--- config.mk ---
export PLATFORM = sky130hd
export DESIGN_NAME = axi_dma_rd_engine
export DESIGN_NICKNAME = d
export VERILOG_FILES = /design/src/rtl/axi_pkg.sv /design/src/rtl/dma_rd_burst_calc.sv /design/src/rtl/axi_dma_rd_engine.sv
export SDC_FILE = /design/constraint.sdc
export NUM_CORES = 1
export LEC_CHECK = 0
export ABC_AREA = 1
export BUFFER_PORTS_ARGS = -buffer_cell sky130_fd_sc_hd__clkbuf_2
export CORE_ASPECT_RATIO = 1.5
export CORE_MARGIN = 3
export CORE_UTILIZATION = 55
export CTS_BUF_LIST = sky130_fd_sc_hd__clkbuf_16
export CTS_CLUSTER_SIZE = 16
export DETAILED_ROUTE_END_ITERATION = 10
export GPL_TIMING_DRIVEN = 0
export PLACE_DENSITY_LB_ADDON = 0.25
export SLEW_MARGIN = 20
export SYNTH_ARGS = -nofsm -noshare
export SYNTH_HDL_FRONTEND = slang
export SYNTH_SLANG_ARGS = --single-unit
--- constraint.sdc ---
create_clock -name clk -period 4.3 [get_ports clk]
set_clock_uncertainty 0.05 [all_clocks]
set_input_delay 0 -clock clk [delete_from_list [all_inputs] [get_ports clk]]
set_output_delay 0 -clock clk [all_outputs]
set_load 0.005 [all_outputs]
--- src/rtl/axi_pkg.sv ---
// Shared AXI4 encodings and DMA read-engine types.
package axi_pkg;

  localparam logic [1:0] AXI_BURST_FIXED = 2'b00;
  localparam logic [1:0] AXI_BURST_INCR  = 2'b01;
  localparam logic [1:0] AXI_BURST_WRAP  = 2'b10;

  localparam logic [2:0] AXI_SIZE_4B = 3'b010;

  localparam int unsigned MAX_BURST_BEATS = 32;

  localparam logic [1:0] AXI_RESP_OKAY   = 2'b00;
  localparam logic [1:0] AXI_RESP_EXOKAY = 2'b01;
  localparam logic [1:0] AXI_RESP_SLVERR = 2'b10;
  localparam logic [1:0] AXI_RESP_DECERR = 2'b11;

  typedef enum logic [1:0] {
    ST_IDLE = 2'd0,
    ST_ADDR = 2'd1,
    ST_DATA = 2'd2,
    ST_DONE = 2'd3
  } dma_state_e;

endpackage

--- src/rtl/dma_rd_burst_calc.sv ---
// Sizes the next INCR burst from the current address and words still to request.
module dma_rd_burst_calc #(
  parameter int unsigned BITS_TRANS   = 18,
  parameter int unsigned AXI_WIDTH_AD = 32,
  parameter int unsigned AXI_WIDTH_DS = 4,
  parameter int unsigned MAX_BEATS    = 32,
  parameter int unsigned BEAT_W       = 6
) (
  input  logic [AXI_WIDTH_AD-1:0] i_addr,
  input  logic [BITS_TRANS-1:0]   i_remaining,
  output logic [7:0]              o_arlen_c,
  output logic [BEAT_W-1:0]       o_beats_c,
  output logic [AXI_WIDTH_AD-1:0] o_next_addr_c
);

  logic [BEAT_W-1:0] w_beats;

  // Beats in this burst: the smaller of what is left and the burst ceiling.
  always_comb begin
    w_beats = BEAT_W'(MAX_BEATS);
    if (i_remaining < BITS_TRANS'(MAX_BEATS)) begin
      w_beats = BEAT_W'(i_remaining);
    end
  end

  assign o_beats_c     = w_beats;
  assign o_arlen_c     = 8'(w_beats) - 8'd1;
  assign o_next_addr_c = i_addr + (AXI_WIDTH_AD'(w_beats) * AXI_WIDTH_AD'(AXI_WIDTH_DS));

endmodule

--- src/rtl/axi_dma_rd_engine.sv ---
// AXI4 read-only DMA master: fetches a word block in INCR bursts and streams it out.
module axi_dma_rd_engine
  import axi_pkg::*;
#(
  parameter int unsigned BITS_TRANS     = 18,
  parameter int unsigned OUT_BITS_TRANS = 13,
  parameter int unsigned AXI_WIDTH_USER = 1,
  parameter int unsigned AXI_WIDTH_ID   = 4,
  parameter int unsigned AXI_WIDTH_AD   = 32,
  parameter int unsigned AXI_WIDTH_DA   = 32,
  parameter int unsigned AXI_WIDTH_DS   = 4
) (
  input  logic                      clk,
  input  logic                      rstn,
  output logic                      M_ARVALID,
  input  logic                      M_ARREADY,
  output logic [AXI_WIDTH_AD-1:0]   M_ARADDR,
  output logic [AXI_WIDTH_ID-1:0]   M_ARID,
  output logic [7:0]                M_ARLEN,
  output logic [2:0]                M_ARSIZE,
  output logic [1:0]                M_ARBURST,
  output logic [1:0]                M_ARLOCK,
  output logic [3:0]                M_ARCACHE,
  output logic [2:0]                M_ARPROT,
  output logic [3:0]                M_ARQOS,
  output logic [3:0]                M_ARREGION,
  output logic [AXI_WIDTH_USER-1:0] M_ARUSER,
  input  logic                      M_RVALID,
  output logic                      M_RREADY,
  input  logic [AXI_WIDTH_DA-1:0]   M_RDATA,
  input  logic                      M_RLAST,
  input  logic [AXI_WIDTH_ID-1:0]   M_RID,
  input  logic [AXI_WIDTH_USER-1:0] M_RUSER,
  input  logic [1:0]                M_RRESP,
  input  logic                      start_dma,
  input  logic [BITS_TRANS-1:0]     num_trans,
  input  logic [AXI_WIDTH_AD-1:0]   start_addr,
  output logic [AXI_WIDTH_DA-1:0]   data_o,
  output logic                      data_vld_o,
  output logic [BITS_TRANS-1:0]     data_cnt_o,
  output logic                      done_o
);

  localparam int unsigned MAX_BEATS = 32'd1 << (BITS_TRANS - OUT_BITS_TRANS);
  localparam int unsigned BEAT_W    = $clog2(MAX_BEATS + 1);

  dma_state_e r_state;
  dma_state_e w_next_state;

  logic [AXI_WIDTH_AD-1:0] r_addr;
  logic [BITS_TRANS-1:0]   r_req_left;
  logic [BITS_TRANS-1:0]   r_remaining;
  logic [BEAT_W-1:0]       r_burst_left;
  logic [BITS_TRANS-1:0]   r_cnt;

  logic [AXI_WIDTH_AD-1:0] w_calc_addr;
  logic [BITS_TRANS-1:0]   w_calc_left;
  logic [7:0]              w_arlen_c;
  logic [BEAT_W-1:0]       w_beats_c;
  logic [AXI_WIDTH_AD-1:0] w_next_addr_c;
  logic                    w_ar_hs;
  logic                    w_r_hs;
  logic                    w_burst_end;
  logic                    w_start;
  logic                    w_unused;

  assign M_ARID     = '0;
  assign M_ARSIZE   = AXI_SIZE_4B;
  assign M_ARBURST  = AXI_BURST_INCR;
  assign M_ARLOCK   = 2'b00;
  assign M_ARCACHE  = 4'b0000;
  assign M_ARPROT   = 3'b000;
  assign M_ARQOS    = 4'b0000;
  assign M_ARREGION = 4'b0000;
  assign M_ARUSER   = '0;

  // ID, user and response of read beats carry no meaning for this engine.
  assign w_unused = ^{M_RID, M_RUSER, M_RRESP};

  assign w_start     = (r_state == ST_IDLE) && start_dma;
  assign w_ar_hs     = M_ARVALID && M_ARREADY;
  assign w_r_hs      = M_RVALID && M_RREADY && (r_state == ST_DATA);
  assign w_burst_end = w_r_hs && (M_RLAST || (r_burst_left == BEAT_W'(1)));

  // The first burst is sized straight from the request; later ones from the latched progress.
  assign w_calc_addr = (r_state == ST_IDLE) ? start_addr : r_addr;
  assign w_calc_left = (r_state == ST_IDLE) ? num_trans  : r_req_left;

  dma_rd_burst_calc #(
    .BITS_TRANS   (BITS_TRANS),
    .AXI_WIDTH_AD (AXI_WIDTH_AD),
    .AXI_WIDTH_DS (AXI_WIDTH_DS),
    .MAX_BEATS    (MAX_BEATS),
    .BEAT_W       (BEAT_W)
  ) u_burst_calc (
    .i_addr        (w_calc_addr),
    .i_remaining   (w_calc_left),
    .o_arlen_c     (w_arlen_c),
    .o_beats_c     (w_beats_c),
    .o_next_addr_c (w_next_addr_c)
  );

  // State register.
  always_ff @(posedge clk or negedge rstn) begin
    if (!rstn) begin
      r_state <= ST_IDLE;
    end else begin
      r_state <= w_next_state;
    end
  end

  // Next-state logic: one outstanding burst, loop ADDR/DATA until every word arrives.
  always_comb begin
    w_next_state = r_state;
    case (r_state)
      ST_IDLE: begin
        if (start_dma) begin
          w_next_state = (num_trans == '0) ? ST_DONE : ST_ADDR;
        end
      end
      ST_ADDR: begin
        if (w_ar_hs) begin
          w_next_state = ST_DATA;
        end
      end
      ST_DATA: begin
        if (w_burst_end) begin
          w_next_state = (r_remaining == BITS_TRANS'(1)) ? ST_DONE : ST_ADDR;
        end
      end
      ST_DONE: w_next_state = ST_IDLE;
      default: w_next_state = ST_IDLE;
    endcase
  end

  // Registered AXI controls, transfer bookkeeping and client outputs.
  always_ff @(posedge clk or negedge rstn) begin
    if (!rstn) begin
      M_ARVALID    <= 1'b0;
      M_RREADY     <= 1'b0;
      M_ARADDR     <= '0;
      M_ARLEN      <= '0;
      data_o       <= '0;
      data_vld_o   <= 1'b0;
      data_cnt_o   <= '0;
      done_o       <= 1'b0;
      r_addr       <= '0;
      r_req_left   <= '0;
      r_remaining  <= '0;
      r_burst_left <= '0;
      r_cnt        <= '0;
    end else begin
      data_vld_o <= 1'b0;
      done_o     <= (r_state == ST_DONE);
      M_ARVALID  <= (w_next_state == ST_ADDR);
      M_RREADY   <= (w_next_state == ST_DATA);

      // AR payload is loaded only on entry to ADDR so it stays put until accepted.
      if ((r_state != ST_ADDR) && (w_next_state == ST_ADDR)) begin
        M_ARADDR <= w_calc_addr;
        M_ARLEN  <= w_arlen_c;
      end

      if (w_start) begin
        r_addr      <= start_addr;
        r_req_left  <= num_trans;
        r_remaining <= num_trans;
        r_cnt       <= '0;
      end

      if (w_ar_hs) begin
        r_addr       <= w_next_addr_c;
        r_req_left   <= r_req_left - BITS_TRANS'(w_beats_c);
        r_burst_left <= w_beats_c;
      end

      if (w_r_hs) begin
        data_o       <= M_RDATA;
        data_vld_o   <= 1'b1;
        data_cnt_o   <= r_cnt;
        r_cnt        <= r_cnt + BITS_TRANS'(1);
        r_remaining  <= r_remaining - BITS_TRANS'(1);
        r_burst_left <= r_burst_left - BEAT_W'(1);
      end
    end
  end

endmodule

# Word level (Yosys, flattened, before mapping)
# Cells that the tools add are included.
op_classes:
  n_addsub: 6
  order_cmp: 1
  n_eq_ne: 8
  n_mux: 19
  n_reduce_logical: 12
ops:
  columns: ["operator", "n"]
  rows:
  - ["18-bit two-way mux", 6]
  - ["32-bit two-way mux", 3]
  - ["32-bit by 8-bit adder with 32-bit output", 1]
  - ["18-bit by 1-bit adder with 18-bit output, second input constant", 1]
  - ["18-bit by 1-bit == test with 1-bit output, second input constant", 1]
  - ["18-bit zero test", 1]
  - ["18-bit by 6-bit less-than comparator with 1-bit output, second input constant", 1]
  - ["6-bit two-way mux", 3]
  - ["18-bit by 1-bit subtractor with 18-bit output, second input constant", 1]
  - ["18-bit by 6-bit subtractor with 18-bit output", 1]
  - ["2-bit two-way mux", 5]
  - ["2-bit case mux with 4 select lines", 1]
  - ["6-bit by 1-bit subtractor with 7-bit output, second input constant", 1]
  - ["2-bit == test, second input constant", 3]
  - ["6-bit by 1-bit == test with 1-bit output, second input constant", 1]
  - ["1-bit logical AND", 6]
  - ["2-bit nonzero test", 3]
  - ["6-bit by 1-bit subtractor with 6-bit output, second input constant", 1]
  - ["2-bit by 1-bit == test with 1-bit output, second input constant", 2]
  - ["2-bit zero test", 1]
  - ["2-bit by 1-bit != test with 1-bit output, second input constant", 1]
  - ["1-bit logical OR", 1]
  - ["1-bit two-way mux", 1]
word_totals:
  ff_bits: 188
  input_bits: 95
  out_inout_bits: 121
  word_cells: 60

# Longest topological paths before layout
depth:
  word_depth: 7
  mapped_depth: 22
  depth_no_buf: 21

# Hierarchy
# From an unflattened synthesis, not the netlist that was laid out.
hier_totals:
  cells_unflattened: 1530
  area_unflattened_um2: 11061.9
modules_own_cells:
  columns: ["mod", "n_inst", "cells_each", "area_per_inst_um2", "seq_area_each_um2"]
  rows:
  - ["axi_dma_rd_engine", 1, 1253, 9706.8, 4704.5]
  - ["dma_rd_burst_calc", 1, 277, 1355.0, 0.0]

# Worst setup path before layout
# Ideal clock, no wire load.
synth_path:
  path_kind: "flip-flop to flip-flop"
  startpoint: "register r_req_left[7]"
  endpoint: "register r_addr[18]"
  setup_ps: 124
  arrival_ps: 2599
  t_required_ps: 4126
  path_slack_ps: 1527
  path_stages_with_launch: 22
  path_buffers: 1
  synth_period_minus_slack_ps: 2773
  cell_sequence: "dfrtp_1 -> nor2_1 -> nand2_1 -> nor2_1 -> nand4_1 -> nand2_1 -> buf_2 -> nand2_1 -> inv_1 -> ha_1 -> fa_1 -> nand2_1 -> nand2_1 -> nand3b_1 -> nand2_1 -> nand2_1 -> and2b_1 -> nand2_1 -> nor2_1 -> nor2_1 -> nand2_1 -> nand3_1"
synth_via:
  elab_chain_cells: 5
synth_rtl:
  columns: ["element", "line_no", "text"]
  rows:
  - ["start: declaration", "axi_dma_rd_engine.sv:51", "logic [BITS_TRANS-1:0] r_req_left;"]
  - ["start signal: assignment", "axi_dma_rd_engine.sv:166", "r_req_left <= num_trans;"]
  - ["start signal: assignment", "axi_dma_rd_engine.sv:173", "r_req_left <= r_req_left - BITS_TRANS'(w_beats_c);"]
  - ["18-bit two-way mux", "axi_dma_rd_engine.sv:87", "assign w_calc_left = (r_state == ST_IDLE) ? num_trans : r_req_left;"]
  - ["18-bit by 6-bit less-than comparator with 1-bit output", "dma_rd_burst_calc.sv:21", "if (i_remaining < BITS_TRANS'(MAX_BEATS)) begin"]
  - ["6-bit two-way mux", "dma_rd_burst_calc.sv:21", null]
  - ["32-bit by 8-bit adder with 32-bit output", "dma_rd_burst_calc.sv:28", "assign o_next_addr_c = i_addr + (AXI_WIDTH_AD'(w_beats) * AXI_WIDTH_AD'(AXI_WIDTH_DS));"]
  - ["32-bit two-way mux", "axi_dma_rd_engine.sv:171", "if (w_ar_hs) begin"]
  - ["end signal: assignment", "axi_dma_rd_engine.sv:165", "r_addr <= start_addr;"]
  - ["end signal: assignment", "axi_dma_rd_engine.sv:172", "r_addr <= w_next_addr_c;"]
  - ["end: declaration", "axi_dma_rd_engine.sv:50", "logic [AXI_WIDTH_AD-1:0] r_addr;"]
# No other way between the ends.
# A chain may end at the register's enable or synchronous reset.

# Worst setup path in the final report
layout_path:
  startpoint: "register r_state[0]"
  endpoint: "register r_addr[17]"
layout_via:
  word_cells_on_any_way: 9
  classes_between: "add/sub (1); order compare (1); mux (4); reduce/logical (3)"
layout_lines:
  columns: ["element", "line_no", "text"]
  rows:
  - ["start: declaration", "axi_dma_rd_engine.sv:47", "dma_state_e r_state;"]
  - ["start signal: assignment", "axi_dma_rd_engine.sv:108", "r_state <= w_next_state;"]
  - ["2-bit zero test", "axi_dma_rd_engine.sv:86", "assign w_calc_addr = (r_state == ST_IDLE) ? start_addr : r_addr;"]
  - ["32-bit two-way mux", "axi_dma_rd_engine.sv:86", null]
  - ["net u_burst_calc.i_addr[6]", "dma_rd_burst_calc.sv:9", "input logic [AXI_WIDTH_AD-1:0] i_addr,"]
  - ["32-bit by 8-bit adder with 32-bit output", "dma_rd_burst_calc.sv:28", null]
  - ["32-bit two-way mux", "axi_dma_rd_engine.sv:171", null]
# The timed path passes the listed nets, and every way through them passes these cells.

==> impl.org <==
** Yosys
- Most instantiated flip-flop cell in the synthesis netlist :: sky130_fd_sc_hd__dfrtp_1
- Share of synthesized area occupied by flip-flops and latches :: 0.4408
- In this run, synthesis inferred 0 flip-flops with an integrated enable.
- In this run, synthesis produced a sequential element count of 187.
- The Yosys step of the flow raised 0 warnings.
- Leading post-synthesis cells by cell area :: sky130_fd_sc_hd__dfrtp_1 (44%), sky130_fd_sc_hd__nand2_1 (23%), sky130_fd_sc_hd__inv_1 (4.7%)
- sky130_fd_sc_hd__dfrtp_1 takes more of the synthesized area than any other cell.
- A synthesized cell averages 7.125 sq um.
- By count the netlist is led by sky130_fd_sc_hd__nand2_1 (637), sky130_fd_sc_hd__dfrtp_1 (187), sky130_fd_sc_hd__inv_1 (133).
- Syn Inst Count :: 1490
- Netlist area before placement :: 0.01062 sq mm
- Dominant cell by count in the synthesized netlist :: sky130_fd_sc_hd__nand2_1
- The synthesized netlist contains 46 unique library cells.
- The share of synthesized area in the top cell type comes to 0.4408.
- For this run, asynchronously set or reset flops after synthesis account for 1.000.

** STA
- Tightest slew margin relative to the limit :: 0.4532
- Setup repair after global routing left no endpoint under its margin.
- The final-report max-slew violation count was 0.
- Final setup vio count :: 0
- Worst hold margin :: 0.01227 ns
- After layout, the minimum clock period comes to 3.840 ns.
- Number of endpoints with negative hold slack in the final report :: 0
- Dividing the final minimum period by the clock period gives 0.8930.
- For the pin with the worst max-slew slack, the measured transition is 0.8201 ns.
- Adding up every negative setup slack in the final design gives 0 ns.
- Setup slack on the critical path of the routed design comes to 0.4601 ns.
- Achievable Freq :: 260.4 MHz

** GRT
- The first global-routing pass estimated 53140 um of wire.
- Entering global routing, the biggest net connects 90 pins.
- Initial antenna violation count :: 0
- The via count of the first global-routing pass was 11225.
- In the global route stage, overall resource usage came out at 0.3169.
- Remaining global-route overflow :: 0

** Die
- The floorplan step defined a die boundary enclosing 0.02104 sq mm.
- Number of top-level design ports :: 216
- DIE WIDTH :: 119.4 um
- The die is 176.2 um tall.
- Initial core utilization :: 0.5654
- Number of core rows :: 61
- Std-Cell Core Area :: 0.01878 sq mm

** Cells and area
- Reg area :: 0.004679 sq mm
- Synth-to-Final Area Change :: 26.25%
- NumNets Final :: 1916
- Number of fillers in the final layout :: 1588
- In the final layout, the share of cells above drive strength 1 is 0.1499.
- Post-layout util :: 0.7138
- Multi-input combinational cell area :: 0.005054 sq mm
- Diodes inserted :: 0

** Clock tree
- In this run the deepest clock path goes through 2 buffers.
- TritonCTS built the clock tree.
- The number of clock buffers added by TritonCTS is 17.
- Clock Sink Count :: 187
- The later pin in the worst-skew pair is clocked with a latency of 0.44 ns.
- Clock tree synthesis selected as its root buffer the cell sky130_fd_sc_hd__clkbuf_16.
- Clock-pin slew on the worst setup and hold paths :: 0.07 ns
- Buffers added to address setup during post-CTS repair amount to 0.
- H-tree lvl count :: 4
- Gates resized during post-CTS repair numbered 0.

** Detailed routing
- Final ANT Viol Nets :: 0
- After detailed routing, the average wire length per cell comes to 15.83 um.
- The first detailed-routing pass took 5 iterations.
- In this run, the number of DRC markers left after iteration 0 of detailed routing was 849.
- After detailed routing, the number of vias per cell comes to 5.331.
- Final routed DRC violation total :: 0
- Final wirelength :: 32700 um
- Count of vias placed by the detailed router :: 11013

** Setup path
- Capturing element type of the critical path :: register
- Worst-path fanout max :: 10
- Data arrives at the worst endpoint at 4.12 ns.
- The worst register-to-register path ends at r_addr[17]$_DFFE_PN0P_.
- Cell depth of the worst flop-to-flop path :: 17
- Launching element type of the critical path :: register
- The startpoint identified for the worst register-to-register timing path is r_state[0]$_DFF_PN0_.
- For flop-to-flop paths, the worst setup slack is 0.46 ns.
- The setup path with the least slack is of type reg -> reg.
- Required time at the endpoint of the critical path :: 4.58 ns

** Placement
- Worst slack at placement :: 0.5377 ns
- In this run the tool buffered the top-level ports with 181 buffer cells.
- At the end of routability-driven placement, the weighted congestion stood at 1.010.
- Once detailed placement completed, the half-perimeter wirelength came to 23560 um.

** Power and ir drop
- The analysis attributes to cell leakage a power of 0.007210 uW.
- Power density over the cells :: 608.7 mW/mm^2
- After layout, the design draws a total of 8159 uW.
- IR analysis of the VDD net gives a maximum drop of 0.2918 mV.

** Run
- Max Cap Violations :: 0

** Status
- The flow ran to the end, and the final reports show no timing, DRC or antenna violations.

** Hold path
- In this run the worst hold path is classified as in -> async.
layout by cell type (no fill, tap or decap), drive strengths merged, types with 2 or more instances in the layout:
cell         instances
a21oi               30
buf                 55
clkbuf             226
xnor2                3
nor4                 3
nand3               83
clkinv               6
o21bai               6
o311ai               3
nor3                12
ha                  18
o22ai               14
o21ai               73
nand4               12
dlygate4sd3         84
nand2              638
clkinvlp             3
o221ai              14
conb                27
nor2               114
o211ai              15
fa                   2
dfrtp              187
inv                144
xor2                20
a31oi                3
nand3b               6
worst max-delay path, cell delays in order, from the launching register on:
cell                      delay, ns
sky130_fd_sc_hd__dfrtp_1       0.46
sky130_fd_sc_hd__nor2_1        0.19
sky130_fd_sc_hd__buf_2         0.27
sky130_fd_sc_hd__buf_2         0.30
sky130_fd_sc_hd__buf_1         0.46
sky130_fd_sc_hd__o21ai_0       0.25
sky130_fd_sc_hd__ha_1          0.42
sky130_fd_sc_hd__nand2_1       0.08
sky130_fd_sc_hd__inv_1         0.05
sky130_fd_sc_hd__nand3_1       0.07
sky130_fd_sc_hd__nand2_1       0.13
sky130_fd_sc_hd__nand2_1       0.07
sky130_fd_sc_hd__nand2_1       0.26
sky130_fd_sc_hd__nand2_1       0.22
sky130_fd_sc_hd__o21ai_0       0.21
sky130_fd_sc_hd__nand3_1       0.11
sky130_fd_sc_hd__nand2_1       0.09
sky130_fd_sc_hd__nand2_1       0.05
through the flow:
stage	instance area, sq um	std cells
6_report	13400	2066
5_1_grt	13400	2066
4_1_cts	13400	2066
3_5_place_dp	12000	1950
3_3_place_gp	11930	1948
2_1_floorplan	10710	1515
area by class of cell:
class / count / share of cell area
sequential: 187 / 0.3491
timing repair buffer: 267 / 0.1351
multi-input combinational: 1108 / 0.3771
buffer: 81 / 0.03398
inverter: 139 / 0.03893
tap: 252 / 0.02352
clock buffer: 17 / 0.03174
clock inverter: 15 / 0.01055
where the power goes:
group	internal (uW)	switching (uW)	total, uW
clock	809	742	1550
combinational	1330	2550	3880
sequential	2340	378	2720
layer usage:
layer,vias up,GRT usage,routed length [um]
met5,-,0,0
met4,0,0.2121,2077
met3,150,0.04808,1954
met2,462,0.5682,16690
met1,5101,0.3431,11980
li1,5300,-,-
timing repair:
action | in CTS | in global routing
hold endpoints to repair | 318 | 0
hold buffers | 84 | 0
setup endpoints to repair | 0 | 0
worst max-delay path by stage:
| stage | cells past startpoint | slack (ns) | end | from |
|---|---|---|---|---|
| after floorplan | 21 | 1.53 | r_addr[18]$_DFFE_PN0P_ | r_req_left[7]$_DFFE_PN0P_ |
| after global placement | 1 | -0.43 | data_o[3]$_DFFE_PN0P_ | rstn |
| after detailed placement | 19 | 0.54 | r_addr[27]$_DFFE_PN0P_ | r_state[0]$_DFF_PN0_ |
| after CTS | 19 | 0.53 | r_addr[27]$_DFFE_PN0P_ | r_state[0]$_DFF_PN0_ |
| after global routing | 19 | 0.18 | r_addr[10]$_DFFE_PN0P_ | r_req_left[7]$_DFFE_PN0P_ |
| final | 17 | 0.46 | r_addr[17]$_DFFE_PN0P_ | r_state[0]$_DFF_PN0_ |
cell families (layout without fill, tap and decap cells):
kind of cell,Yosys count,after routing,synth area share
multiplexers,1,1,0.0009429
AND/OR/NAND/NOR,872,872,0.3288
other,2,27,0.0007074
adder cells (fa/ha/maj),20,20,0.02499
AO/OA/AOI/OAI,165,165,0.09275
XOR/XNOR,23,23,0.01898
flip-flops,187,187,0.4408
buffers and inverters,220,519,0.09204
state kept, by name, indices dropped and copies added (netlist names), 2 cells and up:
signal	flops
data_cnt_o	18
r_req_left	18
data_o	32
r_remaining	18
r_addr	32
r_burst_left	6
M_ARLEN	7
M_ARADDR	32
r_state	2
r_cnt	18
(Power assumes the default switching activity.)
